[src/rtl/cordic_ser_pkg.sv]
// Shared types and beat-count constants for the CORDIC output serializer.
// CORDIC_SER_CHKSUM_EN adds one XOR checksum beat to every frame.
package cordic_ser_pkg;

    localparam int DATA_W_DEF     = 56;
    localparam int SER_W_DEF      = 8;
    localparam int NUM_DATA_BEATS = DATA_W_DEF / SER_W_DEF;

`ifdef CORDIC_SER_CHKSUM_EN
    localparam int NUM_BEATS = NUM_DATA_BEATS + 1;
`else
    localparam int NUM_BEATS = NUM_DATA_BEATS;
`endif

    localparam int BEAT_CNT_W = (NUM_BEATS > 1) ? $clog2(NUM_BEATS) : 1;

    typedef enum logic {
        IDLE = 1'b0,
        SEND = 1'b1
    } e_ser_state;

    typedef struct packed {
        logic                 vld;
        logic                 sof;
        logic                 eof;
        logic [SER_W_DEF-1:0] data;
    } st_ser_beat;

endpackage

[src/rtl/sync_fifo.sv]
// Single-clock FIFO with an extra pointer bit to tell full from empty.
// Head word is visible combinationally on o_data; the consumer registers it.
module sync_fifo #(
    parameter int WIDTH = 56,
    parameter int DEPTH = 4
) (
    input  logic                     i_clk,
    input  logic                     i_async_rst_n,
    input  logic                     i_push,
    input  logic [WIDTH-1:0]         i_data,
    input  logic                     i_pop,
    output logic [WIDTH-1:0]         o_data,
    output logic                     o_full,
    output logic                     o_empty,
    output logic [$clog2(DEPTH):0]   o_cnt
);

    localparam int PTR_W = $clog2(DEPTH);

    logic [WIDTH-1:0] r_mem [0:DEPTH-1];
    logic [PTR_W:0]   r_wr_ptr;
    logic [PTR_W:0]   r_rd_ptr;
    logic             w_do_push;
    logic             w_do_pop;

    assign o_empty   = (r_wr_ptr == r_rd_ptr);
    assign o_full    = (r_wr_ptr[PTR_W] != r_rd_ptr[PTR_W]) &&
                       (r_wr_ptr[PTR_W-1:0] == r_rd_ptr[PTR_W-1:0]);
    assign o_cnt     = r_wr_ptr - r_rd_ptr;
    assign o_data    = r_mem[r_rd_ptr[PTR_W-1:0]];

    // A push into a full FIFO is legal only when the head leaves in the same cycle.
    assign w_do_pop  = i_pop && !o_empty;
    assign w_do_push = i_push && (!o_full || w_do_pop);

    always_ff @(posedge i_clk) begin
        if (w_do_push) begin
            r_mem[r_wr_ptr[PTR_W-1:0]] <= i_data;
        end
    end

    always_ff @(posedge i_clk or negedge i_async_rst_n) begin
        if (!i_async_rst_n) begin
            r_wr_ptr <= '0;
            r_rd_ptr <= '0;
        end else begin
            if (w_do_push) r_wr_ptr <= r_wr_ptr + 1'b1;
            if (w_do_pop)  r_rd_ptr <= r_rd_ptr + 1'b1;
        end
    end

endmodule

[src/rtl/cordic_out_serializer.sv]
// Buffers CORDIC result words and streams them MSB-chunk first as SER_WIDTH beats.
// Define CORDIC_SER_CHKSUM_EN to append an XOR checksum beat to each frame.
module cordic_out_serializer
    import cordic_ser_pkg::*;
#(
    parameter int DATA_WIDTH = DATA_W_DEF,
    parameter int SER_WIDTH  = SER_W_DEF,
    parameter int FIFO_DEPTH = 4
) (
    input  logic                          i_clk,
    input  logic                          i_async_rst_n,
    input  logic                          i_vld,
    input  logic [DATA_WIDTH-1:0]         i_data,
    input  logic                          i_clr_ovf,
    output logic                          o_ser_vld,
    output logic [SER_WIDTH-1:0]          o_ser_data,
    output logic                          o_ser_sof,
    output logic                          o_ser_eof,
    input  logic                          i_ser_rdy,
    output logic                          o_ovf,
    output logic [$clog2(FIFO_DEPTH):0]   o_fifo_cnt
);

    logic                  w_full;
    logic                  w_empty;
    logic                  w_push;
    logic                  w_pop;
    logic                  w_drop;
    logic                  w_last;
    logic                  w_accept;
    logic [DATA_WIDTH-1:0] w_fifo_dout;

    e_ser_state            r_state;
    e_ser_state            w_state_next;
    logic [DATA_WIDTH-1:0] r_shreg;
    logic [DATA_WIDTH-1:0] w_shreg_next;
    logic [BEAT_CNT_W-1:0] r_beat_cnt;
    logic [BEAT_CNT_W-1:0] w_beat_cnt_next;
    logic                  r_ovf;
    st_ser_beat            w_beat;

    assign w_last   = (r_beat_cnt == BEAT_CNT_W'(NUM_BEATS - 1));
    assign w_accept = (r_state == SEND) && i_ser_rdy;
    // Pop when idle, or on acceptance of the final beat so frames run back to back.
    assign w_pop    = !w_empty && ((r_state == IDLE) || (w_accept && w_last));
    assign w_push   = i_vld && (!w_full || w_pop);
    assign w_drop   = i_vld && w_full && !w_pop;

    sync_fifo #(
        .WIDTH (DATA_WIDTH),
        .DEPTH (FIFO_DEPTH)
    ) u_fifo (
        .i_clk         (i_clk),
        .i_async_rst_n (i_async_rst_n),
        .i_push        (w_push),
        .i_data        (i_data),
        .i_pop         (w_pop),
        .o_data        (w_fifo_dout),
        .o_full        (w_full),
        .o_empty       (w_empty),
        .o_cnt         (o_fifo_cnt)
    );

    always_comb begin
        w_state_next    = r_state;
        w_shreg_next    = r_shreg;
        w_beat_cnt_next = r_beat_cnt;
        if (w_pop) begin
            w_state_next    = SEND;
            w_shreg_next    = w_fifo_dout;
            w_beat_cnt_next = '0;
        end else if (w_accept) begin
            if (w_last) begin
                w_state_next = IDLE;
            end else begin
                w_shreg_next    = r_shreg << SER_WIDTH;
                w_beat_cnt_next = r_beat_cnt + 1'b1;
            end
        end
    end

    always_ff @(posedge i_clk or negedge i_async_rst_n) begin
        if (!i_async_rst_n) begin
            r_state    <= IDLE;
            r_shreg    <= '0;
            r_beat_cnt <= '0;
            r_ovf      <= 1'b0;
        end else begin
            r_state    <= w_state_next;
            r_shreg    <= w_shreg_next;
            r_beat_cnt <= w_beat_cnt_next;
            if (w_drop) begin
                r_ovf <= 1'b1;
            end else if (i_clr_ovf) begin
                r_ovf <= 1'b0;
            end
        end
    end

`ifdef CORDIC_SER_CHKSUM_EN
    logic [SER_WIDTH-1:0] w_chk;
    logic [SER_WIDTH-1:0] r_chk;

    always_comb begin
        w_chk = '0;
        for (int i = 0; i < DATA_WIDTH / SER_WIDTH; i++) begin
            w_chk = w_chk ^ w_fifo_dout[i*SER_WIDTH +: SER_WIDTH];
        end
    end

    always_ff @(posedge i_clk or negedge i_async_rst_n) begin
        if (!i_async_rst_n) begin
            r_chk <= '0;
        end else if (w_pop) begin
            r_chk <= w_chk;
        end
    end
`endif

    always_comb begin
        w_beat = '0;
        if (r_state == SEND) begin
            w_beat.vld  = 1'b1;
            w_beat.sof  = (r_beat_cnt == '0);
            w_beat.eof  = w_last;
            w_beat.data = r_shreg[DATA_WIDTH-1 -: SER_WIDTH];
`ifdef CORDIC_SER_CHKSUM_EN
            if (r_beat_cnt == BEAT_CNT_W'(NUM_DATA_BEATS)) begin
                w_beat.data = r_chk;
            end
`endif
        end
    end

    assign o_ser_vld  = w_beat.vld;
    assign o_ser_sof  = w_beat.sof;
    assign o_ser_eof  = w_beat.eof;
    assign o_ser_data = w_beat.data;
    assign o_ovf      = r_ovf;

endmodule
[config.mk]
export PLATFORM = sky130hd
export DESIGN_NAME = cordic_out_serializer
export DESIGN_NICKNAME = d
export VERILOG_FILES = /design/src/rtl/cordic_ser_pkg.sv /design/src/rtl/sync_fifo.sv /design/src/rtl/cordic_out_serializer.sv
export SDC_FILE = /design/constraint.sdc
export NUM_CORES = 1
export LEC_CHECK = 0
export CAP_MARGIN = 20
export CELL_PAD_IN_SITES_DETAIL_PLACEMENT = 2
export CELL_PAD_IN_SITES_GLOBAL_PLACEMENT = 2
export CORE_ASPECT_RATIO = 0.7
export CORE_MARGIN = 5
export CORE_UTILIZATION = 48
export CTS_CLUSTER_DIAMETER = 200
export CTS_CLUSTER_SIZE = 30
export DETAILED_ROUTE_END_ITERATION = 8
export DONT_BUFFER_PORTS = 1
export PLACE_DENSITY_LB_ADDON = 0.2
export REMOVE_ABC_BUFFERS = 1
export SLEW_MARGIN = 10
export SYNTH_ARGS = -nofsm -noshare
export SYNTH_HDL_FRONTEND = slang
export SYNTH_SLANG_ARGS = --single-unit
[constraint.sdc]
create_clock -name i_clk -period 5.1 [get_ports i_clk]
set_clock_uncertainty 0.1 [all_clocks]
set_input_delay 0.255 -clock i_clk [delete_from_list [all_inputs] [get_ports i_clk]]
set_output_delay 0.255 -clock i_clk [all_outputs]
set_load 0.05 [all_outputs]
==> flow_metrics.tcl, run 1 <==
set metrics [dict create \
    dr_total_vias 5453 \
    ir_drop_v 0.000362 \
    tightest_slew_ns 1.14 \
    drtPass1Iterations 4 \
    cts_buffer_depth 3 \
    ys_seq_elements 291 \
    ys_warn_count 0 \
    worst_setup_path_start_kind "flop" \
    reg2regPathDepth 5 \
    yosysSeqAreaShare 0.734 \
    vias_per_cell 5.58 \
    clk_pin_slew_worst_paths_ns 0.11 \
    core_area_um2 23600 \
    grt_pass1_vias 6344 \
    syn_inst 601 \
    crit_path_end_kind "flop" \
    numCtsBuffers 13 \
    cts_setup_buffers 0 \
    ys.flop_type "edfxtp_1" \
    overflow 0 \
    die_h_um 139 \
    route.final.wire_length_um 23700 \
    grt_pass1_wl_um 38100 \
    relSlewSlack 0.234 \
    fin_util 0.540 \
    fin_area_um2 12700 \
    clock.fmax_mhz 299 \
    ctsHoldBuffers 61 \
    netlist_area_um2 11500 \
    clkSinkCount 291 \
    dieWidth_um 195 \
    start_util 0.486 \
    post_cts_resized 0 \
    arrival_ns 3.43 \
    timing.final.crit_share 0.656 \
    cp.required_ns 5.18 \
    p_leak_nw 4.29 \
    power.density_nw_per_um2 533 \
    htree_levels 1 \
    path_class "reg2reg" \
    fin_nets 725 \
    drive_gt1_frac 0.153 \
    status "complete, no violations" \
    cp_max_fo 39 \
    synth_edf_count 224 \
    maxSlewViolCount 0 \
    min_path_type "in2async" \
    async_reset_ff_frac 0.230 \
    setup_tns_ns 0 \
    finalCriticalPeriod_ns 3.35 \
    wl_per_cell_um 24.2 \
    max_cap_violations 0 \
    rsz0062_at_grt "no" \
    worstSkewPairLatency_ns 0.49 \
    yosysUniqueCellTypes 38 \
    portBuffers 0 \
    setup-violations-final 0 \
    dp_hpwl_um 14000 \
    track_usage 0.178 \
    grt_max_degree 68 \
    io_pins 76 \
    area_growth_pct 11.1 \
    cts_tree "built" \
    syn_area_per_cell_um2 19.1 \
    routabilityCongestion 0.725 \
    drcViolationCount 0 \
    diodes 0 \
    die_area_um2 27100 \
    std_cell_rows 47 \
    grt_antenna_before_repair 0 \
    clock-root-buffer "clkbuf_16" \
    drtAntennaViolNets 0 \
    dpl_cell_area_um2 11700 \
    final_hold_viol_count 0 \
    drt_iter0_drc 317 \
]
[synth_stat cells, drive strengths merged, types with 2 or more instances]
| library cell | instances | area share |
|---|---|---|
| nand3 | 3 | 0.0017 |
| mux2i | 49 | 0.043 |
| dfrtp | 67 | 0.15 |
| buf | 22 | 0.017 |
| inv | 11 | 0.0036 |
| and2 | 13 | 0.0071 |
| edfxtp | 224 | 0.59 |
| xor2 | 2 | 0.0015 |
| o21ai | 51 | 0.026 |
| mux4 | 56 | 0.11 |
| ha | 10 | 0.011 |
| nand2 | 55 | 0.018 |
| a21oi | 2 | 0.00087 |
| xnor2 | 5 | 0.0045 |
| a22o | 9 | 0.0069 |
| clkbuf | 9 | 0.0031 |
| o32ai | 3 | 0.0030 |
[metal layers]
| layer | part of all wire | GRT usage |
|---|---|---|
| met5 | 0 | 0 |
| met4 | 0.014 | 0.0296 |
| met3 | 0.029 | 0.0227 |
| met2 | 0.49 | 0.301 |
| met1 | 0.47 | 0.258 |
[path summary, 6_finish.rpt]
check                                               startpoint                             to  slack (ns)
worst min-delay path                             i_async_rst_n        r_shreg[49]$_DFFE_PN0P_        0.22
worst min register to register         r_shreg[49]$_DFFE_PN0P_        r_shreg[49]$_DFFE_PN0P_        0.39
worst max-delay path            u_fifo.r_rd_ptr[0]$_DFFE_PN0P_  u_fifo.r_mem[1][45]$_DFFE_PP_        1.75
max in group asynchronous                        i_async_rst_n         r_shreg[4]$_DFFE_PN0P_        4.36
min in group i_clk                                  i_data[19]  u_fifo.r_mem[2][19]$_DFFE_PP_        0.37
worst max register to register  u_fifo.r_rd_ptr[0]$_DFFE_PN0P_  u_fifo.r_mem[1][45]$_DFFE_PP_        1.75
[cells in the final DEF, fill, tap and decap left out, drive strengths merged, types with 2 or more instances in the layout]
| master | n |
|---|---|
| o21ai | 51 |
| mux4 | 56 |
| a21oi | 2 |
| buf | 8 |
| inv | 12 |
| clkbuf | 20 |
| nand3 | 3 |
| ha | 10 |
| nand2 | 55 |
| xnor2 | 5 |
| dlygate4sd3 | 60 |
| and2 | 13 |
| a22o | 9 |
| xor2 | 2 |
| mux2i | 49 |
| o32ai | 3 |
| dfrtp | 67 |
| edfxtp | 224 |
[where the power goes]
part           leakage (nW)  internal [mW]  switching [mW]
Sequential             2.95           3.21           0.328
Combinational          1.17          0.833            1.24
Clock                 0.175          0.491           0.693
Total                  4.29           4.53            2.26
[area by class of cell]
| type | instances | area, um2 |
|---|---|---|
| clock buffer | 20 | 352 |
| clock inverter | 1 | 11.3 |
| timing repair buffer | 68 | 718 |
| inverter | 11 | 41.3 |
| sequential | 291 | 8410 |
| fill | 2008 | 10900 |
| tap | 318 | 398 |
| multi-input combinational | 268 | 2800 |
[metrics by stage]
stage               power, mW  hold slack [ns]  setup WS [ns]  cells
floorplan                5.07           -0.141          -1.73    570
global placement         5.48           -0.137           1.80    895
detailed placement       5.63           -0.137           1.68    895
CTS                      6.89            0.212           1.66    977
global route             7.19            0.234           1.51    977
finish                   6.79            0.216           1.75    977
[registers in the layout, indices dropped and copies added (netlist names)]
| name | count |
|---|---|
| o_ovf | 1 |
| r_beat_cnt | 3 |
| r_shreg | 56 |
| r_state | 1 |
| u_fifo.r_mem | 224 |
| u_fifo.r_rd_ptr | 3 |
| u_fifo.r_wr_ptr | 3 |
[cell families after synthesis]
logic type | share of synthesized area
compound gates | 0.0423
xor+xnor | 0.00601
mux | 0.153
buf+inv | 0.0236
simple gates | 0.0288
fa+ha+maj | 0.0127
flops | 0.734
[critical path, cell delays in order (launching register included)]
cell     delay [ns]
dfrtp_4        0.86
ha_1           0.37
and2_0         0.28
a41oi_2        0.45
and2_2         0.59
buf_12         0.34
(Power assumes the default switching activity.)
==> run 2, diff against run 1 <==
- clock period: 5.1 -> 3.4 ns (I/O delays scaled with it)
==> run 2 against run 1 <==
Compared with the run above:
- utilization rose by 0.34 points
- worst setup slack worse by 1.2 ns
- clock power rose by 51%
- combinational power grew 60%
- sequential share of layout area fell by 0.41 points
- critical path depth grew 1
- critical path type unchanged
- critical endpoint is now u_fifo.r_mem[1][22]$_DFFE_PP_
- largest cell class unchanged
- largest power group unchanged
==> flow_metrics.tcl, run 2 (same netlist as run 1, synthesis figures left out) <==
set metrics [dict create \
    status "complete, no violations" \
    relSlewSlack 0.383 \
    max_stage_delay_ns 0.47 \
    crit_chain "inv_1, ha_1, and2_0, a41oi_2, and2_2, buf_4" \
    clk_pin_slew_worst_paths_ns 0.12 \
    dieWidth_um 195 \
    cp.required_ns 3.43 \
    die_area_um2 27100 \
    pwr-share-seq 0.504 \
    rrSetupSlack_ns 0.53 \
    drtAntennaViolNets 0 \
    maxSlewViolCount 0 \
    min_path_type "in2reg" \
    setup-violations-final 0 \
    numCtsBuffers 13 \
    whs_ns 0.0698 \
    worst_setup_path_start_kind "flop" \
    layout_commonest_cell "edfxtp_1" \
    cts_tree "built" \
    fin_nets 732 \
    clock-root-buffer "clkbuf_16" \
    rsz0062_at_grt "no" \
    ir_drop_v 0.000456 \
    diodes 0 \
    crit_path_top_delay_cell "buf_4" \
    htree_levels 1 \
    critPathTopFamily "buffers and inverters" \
    intPower_mw 6.85 \
    start_util 0.486 \
    dp_slack_ns 0.535 \
    power_frac_comb 0.323 \
    grt_max_degree 106 \
    fin_util 0.543 \
    cp_max_fo 35 \
    routabilityCongestion 0.709 \
    dp_hpwl_um 14700 \
    grt_antenna_before_repair 1 \
    overflow 0 \
    route.final.wire_length_um 24800 \
    wl_per_cell_um 25.2 \
    path_class "reg2reg" \
    largest_register_ffs 224 \
    arrival_ns 2.90 \
    finalNonFillerCells 984 \
    portBuffers 0 \
    core_area_um2 23600 \
    vias_per_cell 5.60 \
    cts_buffer_depth 3 \
    tightest_slew_ns 0.926 \
    drt_iter0_drc 381 \
    sw_frac_of_total 0.335 \
    crit_path_end_kind "flop" \
    dr_total_vias 5514 \
    placed_cells 901 \
    clock.fmax_mhz 348 \
    clockPowerShare 0.173 \
    track_usage 0.186 \
    grt_pass1_wl_um 39600 \
    drtPass1Iterations 4 \
    cp.buffers_inverters 2 \
    area_growth_pct 11.8 \
    fillers 1996 \
    fin_ws_ns 0.529 \
    finalCriticalPeriod_ns 2.87 \
    drcViolationCount 0 \
    net-switching-power_mw 3.45 \
    drive_gt1_frac 0.161 \
    die_h_um 139 \
    power.density_nw_per_um2 804 \
    p_leak_nw 4.33 \
    post_cts_resized 0 \
    std_cell_rows 47 \
    grt_pass1_vias 6519 \
    layout_common_cells "edfxtp_1, dfrtp_1, dlygate4sd3_1" \
    clkSinkCount 291 \
    max_cap_violations 0 \
    final_hold_viol_count 0 \
    worstSkewPairLatency_ns 0.49 \
    timing.final.crit_share 0.845 \
    io_pins 76 \
]
-- run 2: repair_timing --
item,in CTS,in global routing
setup endpoints to repair,0,0
buffers inserted,0,0
hold endpoints to repair,299,0
hold buffers,62,0
-- run 2: routing by layer --
layer / wire length, um / track usage / vias to the layer above
li1: - / - / 2444
met1: 11000 / 0.260 / 2936
met2: 12600 / 0.320 / 103
met3: 869 / 0.0290 / 29
met4: 393 / 0.0307 / 2
met5: 13 / 0 / -
-- run 2: worst paths after layout --
check | startpoint | cells after the start | endpoint
min reg2reg | r_shreg[54]$_DFFE_PN0P_ | 2 | r_shreg[54]$_DFFE_PN0P_
min | i_ser_rdy | 4 | r_shreg[55]$_DFFE_PN0P_
max | u_fifo.r_wr_ptr[0]$_DFFE_PN0P_ | 6 | u_fifo.r_mem[1][22]$_DFFE_PP_
min in group asynchronous | i_async_rst_n | 2 | r_shreg[49]$_DFFE_PN0P_
max in group asynchronous | i_async_rst_n | 2 | r_shreg[3]$_DFFE_PN0P_
max reg2reg | u_fifo.r_wr_ptr[0]$_DFFE_PN0P_ | 6 | u_fifo.r_mem[1][22]$_DFFE_PP_
-- run 2: power by group through the flow --
stage | combinational (mW) | clock (mW) | sequential (mW)
6_report | 3.32 | 1.78 | 5.19
3_3_place_gp | 3.10 | 0 | 5.17
3_5_place_dp | 3.27 | 0 | 5.29
4_1_cts | 3.40 | 1.85 | 5.21
5_1_grt | 3.63 | 2.00 | 5.27
2_1_floorplan | 2.23 | 0 | 5.36
-- run 2: cell type report --
type / instances / area (um2) / area share
timing repair buffer: 75 / 798 / 0.0623
clock inverter: 1 / 11.3 / 0.000879
multi-input combinational: 268 / 2800 / 0.219
tap: 318 / 398 / 0.0311
sequential: 291 / 8410 / 0.657
clock buffer: 20 / 352 / 0.0275
inverter: 11 / 41.3 / 0.00322
-- run 2: tightest hold or removal path: stages --
cell and delay [ns]:
o32ai_4 0.06, buf_12 0.22, nand2_1 0.11, o21ai_1 0.05
-- run 2: through the flow --
step / area [um2] / TNS [ns] / power [mW]
floorplan: 11200 / -630.84 / 7.60
global placement: 11800 / 0 / 8.27
detailed placement: 11800 / 0 / 8.56
CTS: 12800 / 0 / 10.5
global route: 12800 / 0 / 10.9
finish: 12800 / 0 / 10.3
